## src/rtl/dco_tune_seq.sv

```systemverilog
// Slew-limited sequencer that walks the DCO thermometer bank toward a requested tuning code.
// Build option: define DCO_TUNE_SLEW_EN for one-LSB stepping; otherwise each request is a single jump.
module dco_tune_seq #(
    parameter int unsigned W          = 6,
    parameter int unsigned SETTLE     = 3,
    parameter int unsigned RESET_CODE = 32
) (
    input  logic                clk,
    input  logic                rst,
    input  logic                req_valid,
    output logic                req_ready,
    input  logic [W-1:0]        req_code,
    output logic [W-1:0]        cur_code,
    output logic [(1<<W)-2:0]   therm,
    output logic                busy,
    output logic                done
);

    localparam int unsigned NB       = (1 << W) - 1;
    localparam logic [W-1:0] RST_CODE = W'(RESET_CODE);
    localparam logic [7:0]   CNT_LOAD = 8'(SETTLE - 1);

    typedef enum logic [1:0] {IDLE, STEP, WAIT} state_t;

    state_t       state, state_nxt;
    logic [7:0]   cnt, cnt_nxt;
    logic [W-1:0] tgt, tgt_nxt, cur_nxt;
    logic         eq_hit, eq_nxt, done_nxt;

    function automatic logic [NB-1:0] therm_of(input logic [W-1:0] code);
        logic [NB-1:0] t;
        t = '0;
        for (int unsigned i = 0; i < NB; i++) begin
            t[i] = (i < 32'(code));
        end
        return t;
    endfunction

    assign req_ready = (state == IDLE);

    // Next-state, settle counter and code update; eq_hit delays the D=0 done by one cycle.
    always_comb begin
        state_nxt = state;
        cnt_nxt   = cnt;
        tgt_nxt   = tgt;
        cur_nxt   = cur_code;
        eq_nxt    = 1'b0;
        done_nxt  = eq_hit;
        case (state)
            IDLE: begin
                if (req_valid) begin
                    tgt_nxt = req_code;
                    if (req_code == cur_code) begin
                        eq_nxt = 1'b1;
                    end else begin
                        state_nxt = STEP;
                    end
                end
            end
            STEP: begin
`ifdef DCO_TUNE_SLEW_EN
                cur_nxt = (tgt > cur_code) ? cur_code + W'(1) : cur_code - W'(1);
`else
                cur_nxt = tgt;
`endif
                cnt_nxt   = CNT_LOAD;
                state_nxt = WAIT;
            end
            WAIT: begin
                if (cnt != 8'd0) begin
                    cnt_nxt = cnt - 8'd1;
                end else if (cur_code == tgt) begin
                    state_nxt = IDLE;
                    done_nxt  = 1'b1;
                end else begin
                    state_nxt = STEP;
                end
            end
            default: state_nxt = IDLE;
        endcase
    end

    // therm is derived from cur_nxt so both update on the same edge.
    always_ff @(posedge clk or posedge rst) begin
        if (rst) begin
            state    <= IDLE;
            cnt      <= 8'd0;
            tgt      <= RST_CODE;
            cur_code <= RST_CODE;
            therm    <= therm_of(RST_CODE);
            busy     <= 1'b0;
            done     <= 1'b0;
            eq_hit   <= 1'b0;
        end else begin
            state    <= state_nxt;
            cnt      <= cnt_nxt;
            tgt      <= tgt_nxt;
            cur_code <= cur_nxt;
            therm    <= therm_of(cur_nxt);
            busy     <= (state_nxt != IDLE);
            done     <= done_nxt;
            eq_hit   <= eq_nxt;
        end
    end

endmodule

```

## config.mk

```make
export PLATFORM = sky130hd
export DESIGN_NAME = dco_tune_seq
export DESIGN_NICKNAME = d
export VERILOG_FILES = /design/src/rtl/dco_tune_seq.sv
export SDC_FILE = /design/constraint.sdc
export NUM_CORES = 1
export LEC_CHECK = 0
export ABC_AREA = 1
export CORE_ASPECT_RATIO = 1.4
export CORE_MARGIN = 10
export CORE_UTILIZATION = 54
export DETAILED_ROUTE_END_ITERATION = 7
export PLACE_DENSITY = 0.87
export SLEW_MARGIN = 5
export SYNTH_ARGS = -nofsm -noshare
export SYNTH_HDL_FRONTEND = slang
export SYNTH_SLANG_ARGS = --single-unit
```

## constraint.sdc

```tcl
create_clock -name clk -period 7.3 [get_ports clk]
set_clock_uncertainty 0.2 [all_clocks]
set_input_delay 1.46 -clock clk [delete_from_list [all_inputs] [get_ports clk]]
set_output_delay 1.46 -clock clk [all_outputs]
set_load 0.01 [all_outputs]
```

==> impl_metrics.csv, run 1 <==
group,metric,value,unit
cells_and_area,layout_common_cells,"113 x nand2_1, 80 x clkdlybuf4s50_1, 54 x dfrtp_1",
global_routing,grt_pass1_vias,2678,
global_routing,grtUsageTotal,16.1,%
timing,relSlewSlack,30.6,%
setup_path,cp.arrival,1.50,ns
synthesis,syn_area_per_cell,9.33,sq um
timing,final-hold-violation-count,0,
drt,first_pass_iters,4,
timing,post-route-min-period,3.16,ns
cells_and_area,fillers,474,
clock_network,clk_transition_reported_paths,0.09,ns
timing,setup_slack,4.14,ns
drt,drt_iter0_markers,132,
floorplan,fp.dieW,89.0,um
global_routing,antenna_found_initial,0,
floorplan,initial_core_util,55.2,%
drt,viasPerCell,5.10,
cells_and_area,syn_to_final_growth,28.1,%
synthesis,synth-seq-cells,87,
job,maxCapViolCount,0,
cells_and_area,num_antenna_cells,0,
setup_path,crit_required,5.64,ns
clock_network,cts-resized-gates,0,
floorplan,die_area,10400,sq um
setup_path,cp_max_fo,4,
placement,hpwl,5930,um
synthesis,async_flop_share,100,%
timing,setup_viol,0,
timing,tns,0,ns
synthesis,synth.distinct_cells,25,
setup_path,end_kind,"output port",
timing,finalMaxSlewViolations,0,
clock_network,cts_setup_buffers,0,
floorplan,io-pin-count,81,
clock_network,clk_latency,0.36,ns
setup_path,start_kind,"flip-flop",
outcome,outcome,"finished clean",
synthesis,ys_seq_area_share,61.6,%
clock_network,holdBufCountCts,0,
synthesis,syn_area,3600,sq um
timing,fmax,316,MHz
global_routing,grt_pass1_wl,12900,um
clock_network,cts_tree,"built",
power,ir_drop,0.260,mV
synthesis,synth_top_flop_cell,"dfrtp_1",
global_routing,grt_max_degree,88,
synthesis,synthCells,386,
timing,rsz0062_at_grt,"no",
synthesis,ys_warn_count,0,
clock_network,numCtsBuffers,9,
global_routing,overflow,0,
power,power.density,497,nW/um^2
setup_path,rrSetupSlack,5.09,ns
floorplan,core.rowCount,35,
clock_network,ctsHtreeMaxLevel,3,
clock_network,cts.sinks,87,
cells_and_area,final_common_cell,"nand2_1",
placement,gp_congestion,0.853,
power,total_power,2.29,mW
drt,vias,2790,
drt,drc_errors,0,
floorplan,core,6530,sq um
cells_and_area,final_nets,478,
clock_network,cts_buffer_depth,2,
timing,finalCritPeriodShare,43.3,%
placement,dp_slack,4.26,ns
timing,tightest_slew,1.04,ns
setup_path,critical_path_class,"reg2out",
clock_network,root_buffer,"clkbuf_8",
cells_and_area,layout-drive-gt1-share,16.5,%
synthesis,syn_nets,396,
drt,ant_nets,0,
cells_and_area,fin_util,70.7,%
placement,port_buffers,80,
drt,drt_wl_total,8040,um
synthesis,synth_edf_count,0,
worst_hold_path,hold_class,"reg2reg",
drt,wl_per_cell,14.7,um
power,p_leak,2.26,nW
floorplan,fp.dieH,117,um
[worst paths after layout]
kind                           from        end  cells after the start
max in group asynchronous       rst  therm[36]                      3
hold reg to reg              eq_hit       done                      1
setup reg to reg           state[1]  therm[45]                      6
hold / removal               eq_hit       done                      1
min in group asynchronous       rst     tgt[0]                      3
setup / recovery           state[1]  req_ready                      2
[state kept, by name, summed over array words and instances, names as in the netlist]
name      flops
busy          1
cnt           8
cur_code      5
done          1
eq_hit        1
state         2
tgt           6
therm        63
[power by group]
| group | total, mW | internal, mW | switching [mW] |
|---|---|---|---|
| combinational | 1.13 | 0.447 | 0.685 |
| sequential | 0.822 | 0.730 | 0.0920 |
| clock | 0.337 | 0.161 | 0.176 |
[layer usage]
layer  vias up  GRT usage, %  share of wire, %
met5         -             0                 0
met3        15          5.51               9.2
met4         0          8.40               2.2
met1      1315          18.1                38
met2       112          26.4                50
li1       1348             -                 -
[Yosys cell counts, types with 5 or more instances]
cell / instances / area, sq um
inv_1: 46 / 173
nand2_2: 7 / 43.8
dfstp_2: 33 / 867
nor2_1: 38 / 143
a21oi_1: 15 / 75.1
nor2_2: 5 / 31.3
o21ai_0: 17 / 85.1
nand2_1: 113 / 424
nand3_1: 15 / 75.1
o21ai_1: 10 / 50.1
o21ai_2: 7 / 61.3
dfrtp_1: 54 / 1350
[logic make-up after synthesis]
group                    share of synthesized area [%]
AND/OR/NAND/NOR                                   21.0
AO/OA/AOI/OAI                                     8.44
buffers and inverters                             7.61
adder cells (fa/ha/maj)                          0.347
flip-flops                                        61.6
XOR/XNOR                                         0.973
[stage by stage]
| step | hold WS [ns] | cells | cell area [sq um] |
|---|---|---|---|
| floorplan | 0.217 | 386 | 3600 |
| global placement | 0.236 | 531 | 4420 |
| detailed placement | 0.242 | 531 | 4420 |
| CTS | 0.255 | 547 | 4610 |
| global route | 0.302 | 547 | 4610 |
| finish | 0.250 | 547 | 4610 |
[critical path, stage by stage (launching register included)]
cell,delay (ns)
dfrtp_1,0.42
nor2_1,0.16
clkdlybuf4s50_1,0.57
[area by class of cell]
| type | instances | area (sq um) | area share, % |
|---|---|---|---|
| clock buffers | 10 | 128 | 2.77 |
| clock inverters | 6 | 67.6 | 1.47 |
| inverters | 50 | 189 | 4.10 |
| multi-input cells | 239 | 1110 | 24.0 |
| flip-flops and latches | 87 | 2220 | 48.1 |
| well taps | 74 | 92.6 | 2.01 |
| repair buffers | 81 | 808 | 17.5 |
Note: power is estimated with default switching activity, not from simulation.
==> run 2, diff against run 1 <==
CORE_UTILIZATION = 50   (was 54)
PLACE_DENSITY = 0.81   (was 0.87)
clock period = 3.1 ns   (was 7.3 ns; I/O delays follow)
==> run 2 against run 1 <==
Net effect:
- worst hold slack better by 0.0054 ns
- core utilization down 4.2 points
- die area up 6.4%
- first-iteration DRC count grew 38%
- largest cell class unchanged
- highest routed layer unchanged
==> impl_metrics.csv, run 2 (same netlist as run 1, synthesis figures left out) <==
group,metric,value,unit
outcome,outcome,"finished clean",
setup_path,critical_path_class,"reg2out",
timing,relSlewSlack,56.4,%
setup_path,ff2ff_path_depth,6,
cells_and_area,final_area,4640,sq um
placement,gp_congestion,0.837,
timing,rsz0062_at_grt,"no",
power,ir_drop,0.623,mV
setup_path,rrSetupSlack,0.91,ns
cells_and_area,fillers,562,
global_routing,overflow,0,
drt,viasPerCell,4.86,
global_routing,grtUsageTotal,15.4,%
cells_and_area,syn_to_final_growth,28.9,%
clock_network,cts_tree,"built",
worst_hold_path,hold_class,"reg2reg",
clock_network,holdBufCountCts,0,
setup_path,end_kind,"output port",
drt,ant_nets,0,
timing,setup_slack,0.761,ns
floorplan,fp.dieH,120,um
clock_network,cts_setup_buffers,0,
timing,setup_viol,0,
floorplan,io-pin-count,81,
drt,vias,2762,
cells_and_area,largest_reg_flops,63,
timing,finalMaxSlewViolations,0,
drt,wl_per_cell,14.6,um
clock_network,clk_transition_reported_paths,0.09,ns
clock_network,clk_latency,0.35,ns
timing,finalCritPeriodShare,75.5,%
drt,first_pass_iters,5,
clock_network,cts_buffer_depth,2,
setup_path,cp.arrival,1.52,ns
timing,final-hold-violation-count,0,
drt,drt_wl_total,8300,um
floorplan,fp.dieW,91.7,um
cells_and_area,layout-drive-gt1-share,16.7,%
setup_path,start_kind,"flip-flop",
timing,holdWs,0.255,ns
setup_path,worstReg2RegEnd,"therm[45]",
timing,tns,0,ns
clock_network,numCtsBuffers,9,
clock_network,cts-resized-gates,0,
floorplan,core.rowCount,36,
cells_and_area,largestRegisters,"therm: 63 flops, cnt: 8 flops, tgt: 6 flops",
drt,drt_iter0_markers,182,
cells_and_area,layout.cells.non_filler,568,
worst_hold_path,min_from,"eq_hit",
global_routing,grt_pass1_wl,13900,um
floorplan,initial_core_util,51.6,%
worst_hold_path,holdPathEnd,"done",
timing,fmax,427,MHz
placement,hpwl,6250,um
timing,tightest_slew,0.654,ns
global_routing,grt_max_degree,61,
setup_path,r2r-start,"state[1]",
cells_and_area,fin_util,66.5,%
power,total_power,5.36,mW
cells_and_area,top_register,"therm",
global_routing,grt_pass1_vias,2879,
setup_path,cp_max_fo,4,
clock_network,ctsHtreeMaxLevel,3,
global_routing,antenna_found_initial,0,
floorplan,die_area,11000,sq um
placement,dp_cells,552,
worst_hold_path,whs_path_depth,1,
cells_and_area,final_common_cell,"nand2_1",
placement,place_area,4460,sq um
clock_network,root_buffer,"clkbuf_8",
timing,post-route-min-period,2.34,ns
cells_and_area,layout_common_cells,"113 x nand2_1, 80 x clkdlybuf4s50_1, 54 x dfrtp_1",
setup_path,crit_required,2.28,ns
power,p_leak,2.26,nW
job,maxCapViolCount,0,
power,power.density,1150,nW/um^2
clock_network,cts.sinks,87,
floorplan,core,6980,sq um
placement,dp_slack,0.936,ns
drt,drc_errors,0,
cells_and_area,final_nets,478,
placement,port_buffers,80,
cells_and_area,num_antenna_cells,0,
run 2: cell count changes in the layout (fill, tap and decap cells not counted), sizes merged:
cell / change
clkinv: +1
bufinv: -1
run 2: report_power, final:
part	switching [mW]	internal [mW]	leakage [nW]	total [mW]
Sequential	0.226	1.72	1.06	1.94
Combinational	1.62	1.05	1.11	2.67
Clock	0.418	0.324	0.0957	0.742
run 2: metal layers:
metal  share of wire [%]  track usage (%)
met2                  50             26.6
met1                  41             17.3
met5                   0                0
met3                 7.1             4.64
met4                 1.8             6.48
run 2: how the worst max path moves through the flow:
stage / start / to / cells past startpoint / slack, ns
after floorplan: rst / busy / 1 / 0.08
after global placement: state[1] / therm[5] / 6 / 0.96
after detailed placement: state[1] / therm[45] / 6 / 0.94
after CTS: therm[31] / therm[31] / 1 / 0.74
after global routing: state[1] / req_ready / 2 / 0.71
final: state[1] / req_ready / 2 / 0.76
run 2: layout make-up:
class / count / area, sq um / share of cell area [%]
Tap cell: 95 / 119 / 2.56
Inverter: 50 / 189 / 4.07
Sequential cell: 87 / 2220 / 47.8
Clock buffer: 10 / 138 / 2.96
Timing Repair Buffer: 81 / 821 / 17.7
Clock inverter: 6 / 48.8 / 1.05
Multi-Input combinational cell: 239 / 1110 / 23.9
run 2: critical path, stage by stage, from the launching register on:
cell and delay, ns:
dfrtp_1 0.42, nor2_1 0.17, clkdlybuf4s50_1 0.57
==> run 3, diff against run 2 <==
clock period = 2.3 ns   (was 3.1 ns; I/O delays follow)
==> run 3 against run 2 <==
Net effect:
- clock-buffer cell count decreased by 1
- non-clock buffer count increased by 4
- design area is 0.94% higher
- via count is 1.9% higher
- largest power group unchanged
- clock power increased by 44%
- cell count up 0.70%
- total power up 38%
- worst hold slack improved by 0.019 ns
- critical path depth unchanged
- flip-flop and latch count stayed put
- combinational power up 39%
- highest routed layer unchanged
- sequential power up 35%
==> impl_metrics.csv, run 3 (same netlist as run 1, synthesis figures left out) <==
group,metric,value,unit
clock_network,cts-resized-gates,0,
timing,finalMaxSlewViolations,0,
timing,relSlewSlack,69.3,%
outcome,outcome,"finished clean",
timing,rsz0062_at_grt,"no",
cells_and_area,num_antenna_cells,0,
cells_and_area,final_nets,482,
floorplan,fp.dieW,91.7,um
setup_path,ff2ff_path_depth,8,
floorplan,die_area,11000,sq um
power,power_switching,3.09,mW
setup_path,critPathCapture,"req_ready",
power,ir_drop,0.927,mV
setup_path,crit_required,1.64,ns
cells_and_area,largest_reg_flops,63,
global_routing,grtUsageTotal,15.8,%
worst_hold_path,whs_path_depth,1,
timing,tightest_slew,0.459,ns
placement,port_buffers,80,
drt,ant_nets,0,
drt,drt_wl_total,8560,um
timing,final-hold-violation-count,0,
cells_and_area,layout-drive-gt1-share,17.4,%
setup_path,worstReg2RegEnd,"therm[18]",
power,switching_share,41.8,%
drt,vias,2814,
setup_path,cp.arrival,1.53,ns
clock_network,root_buffer,"clkbuf_8",
drt,viasPerCell,4.92,
global_routing,antenna_found_initial,0,
clock_network,cts.sinks,87,
power,internal_power,4.31,mW
power,power.density,1580,nW/um^2
floorplan,core.rowCount,36,
setup_path,end_kind,"output port",
drt,first_pass_iters,6,
global_routing,grt_max_degree,88,
global_routing,overflow,0,
cells_and_area,fin_util,67.1,%
setup_path,crit_start,"state[1]",
worst_hold_path,hold_class,"reg2reg",
timing,setup_viol,0,
power,p_clk_share,14.4,%
cells_and_area,largestRegisters,"therm: 63 flops, cnt: 8 flops, tgt: 6 flops",
drt,drt_iter0_markers,197,
drt,wl_per_cell,15.0,um
clock_network,holdBufCountCts,0,
clock_network,clk_transition_reported_paths,0.08,ns
clock_network,clk_latency,0.35,ns
power,p_leak,2.29,nW
timing,finalCritPeriodShare,95.1,%
global_routing,grt_pass1_vias,2810,
floorplan,io-pin-count,81,
placement,gp_congestion,0.837,
clock_network,cts_buffer_depth,2,
setup_path,start_kind,"flip-flop",
cells_and_area,top_register,"therm",
global_routing,grt_pass1_wl,14300,um
setup_path,rrSetupSlack,0.31,ns
power,pwr-share-comb,50.2,%
clock_network,cts_tree,"built",
power,seqPwrFrac,35.4,%
placement,hpwl,6510,um
clock_network,ctsHtreeMaxLevel,3,
setup_path,critical_path_class,"reg2out",
setup_path,cp_max_fo,4,
floorplan,initial_core_util,51.6,%
floorplan,fp.dieH,120,um
job,maxCapViolCount,0,
timing,tns,0,ns
cells_and_area,final_common_cell,"nand2_1",
cells_and_area,layout_common_cells,"113 x nand2_1, 80 x clkdlybuf4s50_1, 54 x dfrtp_1",
clock_network,cts_setup_buffers,0,
timing,post-route-min-period,2.19,ns
clock_network,numCtsBuffers,9,
setup_path,r2r-start,"state[1]",
floorplan,core,6980,sq um
cells_and_area,syn_to_final_growth,30.1,%
timing,fmax,457,MHz
drt,drc_errors,0,
-- run 3: layer usage --
| metal | track usage, % | vias up | routed length, um |
|---|---|---|---|
| met5 | 0 | - | 0 |
| met4 | 4.06 | 0 | 84 |
| met3 | 4.40 | 9 | 552 |
| met2 | 28.3 | 96 | 4480 |
| met1 | 18.0 | 1360 | 3450 |
| li1 | - | 1349 | - |
-- run 3: final cells by class --
class | count | area (sq um)
clock buffer | 9 | 124
clock inverter | 7 | 73.8
fill | 576 | 2300
inverter | 50 | 191
multi-input combinational | 239 | 1110
sequential | 87 | 2220
tap | 95 | 119
timing repair buffer | 85 | 851
-- run 3: worst min path at each step --
| stage | slack [ns] | end | startpoint |
|---|---|---|---|
| 6_report | 0.27 | done | eq_hit |
| 5_1_grt | 0.32 | done | eq_hit |
| 4_1_cts | 0.28 | done | eq_hit |
| 3_5_place_dp | 0.25 | done | eq_hit |
| 3_3_place_gp | 0.24 | done | eq_hit |
| 2_1_floorplan | 0.22 | done | eq_hit |
-- run 3: through the flow --
step | hold slack [ns] | cell area, sq um | total power [mW] | std cells | setup slack (ns)
2_1_floorplan | 0.217 | 3600 | 4.86 | 386 | 0.659
3_3_place_gp | 0.240 | 4490 | 6.23 | 556 | 0.390
3_5_place_dp | 0.248 | 4490 | 6.35 | 556 | 0.320
4_1_cts | 0.277 | 4690 | 7.46 | 572 | 0.0938
5_1_grt | 0.324 | 4690 | 7.96 | 572 | 0.00660
6_report | 0.274 | 4690 | 7.39 | 572 | 0.112
-- run 3: power groups by stage --
stage / clock, mW / sequential [mW] / combinational, mW
after floorplan: 0 / 2.84 / 2.02
after CTS: 1.09 / 2.62 / 3.75
final: 1.07 / 2.62 / 3.71
after global routing: 1.15 / 2.69 / 4.12
after global placement: 0 / 2.63 / 3.60
after detailed placement: 0 / 2.65 / 3.71
-- run 3: critical path: stages, from the launching register on --
cell             delay (ns)
dfrtp_1                0.42
nor2_1                 0.19
clkdlybuf4s50_1        0.57
==> RTL edit: new RTL, flow settings as in run 3 <==
The option `DCO_TUNE_SLEW_EN` is turned on by a define.
--- a/src/rtl/dco_tune_seq.sv
+++ b/src/rtl/dco_tune_seq.sv
@@ -1,4 +1,6 @@
 // Slew-limited sequencer that walks the DCO thermometer bank toward a requested tuning code.
 // Build option: define DCO_TUNE_SLEW_EN for one-LSB stepping; otherwise each request is a single jump.
+`define DCO_TUNE_SLEW_EN
+
 module dco_tune_seq #(
     parameter int unsigned W          = 6,
Check against the original RTL: not equivalent (a bounded check fails within 4 cycles, from zero or initial values and one cycle with rst high).
==> RTL edit against run 3 <==
- maximum frequency fell by 36%
- cell area grew 28%
- the run now ends with negative setup slack left
- setup slack got worse by 1.2 ns
- sequential cell count unchanged
- critical path depth grew 19
- routed wire length grew 55%
- final cell count grew 9.8%
- synthesized area rose by 2.5%
- sequential share of layout area fell by 10 points
Power is left out: the tool's default activity adds up to more than one toggle a clock period on the data nets, which glitch-free logic cannot reach.
==> RTL edit: results (changes against run 3) <==
number of violations reported at the end of detailed-routing iteration 0=281 (was 197); largest cells by area after synthesis=dfrtp_1, dfstp_2, nand2_1, inv_1, nor2_1 (unchanged); Vias per Instance=5.45 (was 4.92); pin count of the biggest net entering global routing=26 (was 88); result of the run=complete, but fails checks (was finished clean); failing checks=negative setup slack; min setup slack post-route=-1.11 ns (was 0.112 ns); crit-path max cell delay=0.55 ns (was 0.57 ns); CTS clock-pin slew for the worst setup and hold paths=0.10 ns (was 0.08 ns); launch point of the critical path=therm[31] (was state[1]); Setup violations, final=67 (was 0); CP Data Arrival Time=3.49 ns (was 1.53 ns); via count of the first global-routing pass=3,580 (was 2,810); fin nets=548 (was 482); headroom to the max-slew limit=0.607 (was 0.693); weighted congestion at the end of routability-driven global placement=0.958 (was 0.837); distinct cell type count after synthesis=36 (was 25); worst reg2reg path depth=21 (was 8); Place WS=-0.902 ns (was 0.320 ns); Clock Tree Buf Depth=2 (unchanged); post-route setup TNS=-66.26 ns (was 0 ns); number of fill cells=387 (was 576); cell family contributing the most delay on the critical path=simple AND/OR/NAND/NOR gates (was buffers and inverters); Slowest cell on crit path=dfstp_2 (was clkdlybuf4s50_1); HPWL after DPL=7680 microns (was 6510 microns); Synthesized Nets=390 (was 396); number of clock buffers inserted by TritonCTS=9 (unchanged); most used standard cells in the synthesized netlist=nand2_1, dfrtp_1, inv_1 (unchanged); DRT Pass-1 Iters=5 (was 6); leading register cell type out of synthesis=dfrtp_1 (unchanged); layout cells sized above 1=0.465 (was 0.174); class of the most critical hold timing path=in -> async (was reg -> reg); post-synthesis sequential area ratio=0.601 (was 0.616); total congestion overflow=0 (unchanged); total detailed-routing wirelength=13,300 microns (was 8560 microns); # port buffers=80 (unchanged); CTS H-tree lvls=3 (unchanged); biggest regs=therm (63), cnt (8), tgt (6) (unchanged); final-report max-slew violation count=0 (unchanged); gr usage total=0.207 (was 0.158); startpoint of the worst register-to-register path=therm[31] (was state[1]); Root Buffer Master=clkbuf_8 (unchanged); global-route wire length before repair=18,200 microns (was 14,300 microns); Max FO, Critical Path=12 (was 4); Clk Latency, worst-skew pair=0.38 ns (was 0.35 ns)
[RTL edit: cell types whose count changed in the layout (fill, tap and decap cells not counted), moves of 17 or more]
cell / delta
nand2_1: -77
buf_4: +45
nor2_4: +21
nor2_1: -19
buf_6: +17
[RTL edit: layout make-up]
type | count | area [sq um] | area share
inverters | 58 | 239 | 0.0397
flip-flops and latches | 87 | 2220 | 0.369
clock buffers | 10 | 138 | 0.0229
multi-input cells | 216 | 1730 | 0.288
clock inverters | 6 | 55.1 | 0.00915
well taps | 97 | 121 | 0.0202
repair buffers | 154 | 1520 | 0.252
[RTL edit: final timing paths]
check,slack [ns],end
min in group clk,0.29,done
worst min register to register,0.29,done
worst max-delay path,-1.11,therm[37]
max in group asynchronous,1.03,therm[24]
worst min-delay path,0.29,cnt[5]
worst max register to register,-1.11,therm[37]
[RTL edit: timing repair]
item	CTS	global route
gates resized for setup	44	109
pin swaps	14	51
setup buffers	12	14
gates cloned	0	2
setup endpoints to repair	67	68
[RTL edit: per-layer routing]
| layer | track usage | routed length [microns] | up-vias |
|---|---|---|---|
| met2 | 0.382 | 7240 | 170 |
| met5 | 0 | 0 | - |
| met3 | 0.0615 | 879 | 62 |
| met4 | 0.110 | 726 | 0 |
| met1 | 0.202 | 4420 | 1709 |
| li1 | - | - | 1484 |
[RTL edit: through the flow]
step                      instance area (sq um)  std cells
after floorplan                            3790        368
final                                      6020        628
after CTS                                  5560        615
after detailed placement                   5080        587
after global routing                       6020        628
after global placement                     5080        587
[RTL edit: cell families after synthesis]
kind of cell | after synthesis | synth area share
multiplexers | 2 | 0.00610
buffers and inverters | 65 | 0.0729
AO/OA/AOI/OAI | 50 | 0.0783
adder cells (fa/ha/maj) | 13 | 0.0461
AND/OR/NAND/NOR | 145 | 0.181
XOR/XNOR | 6 | 0.0142
flip-flops | 87 | 0.601
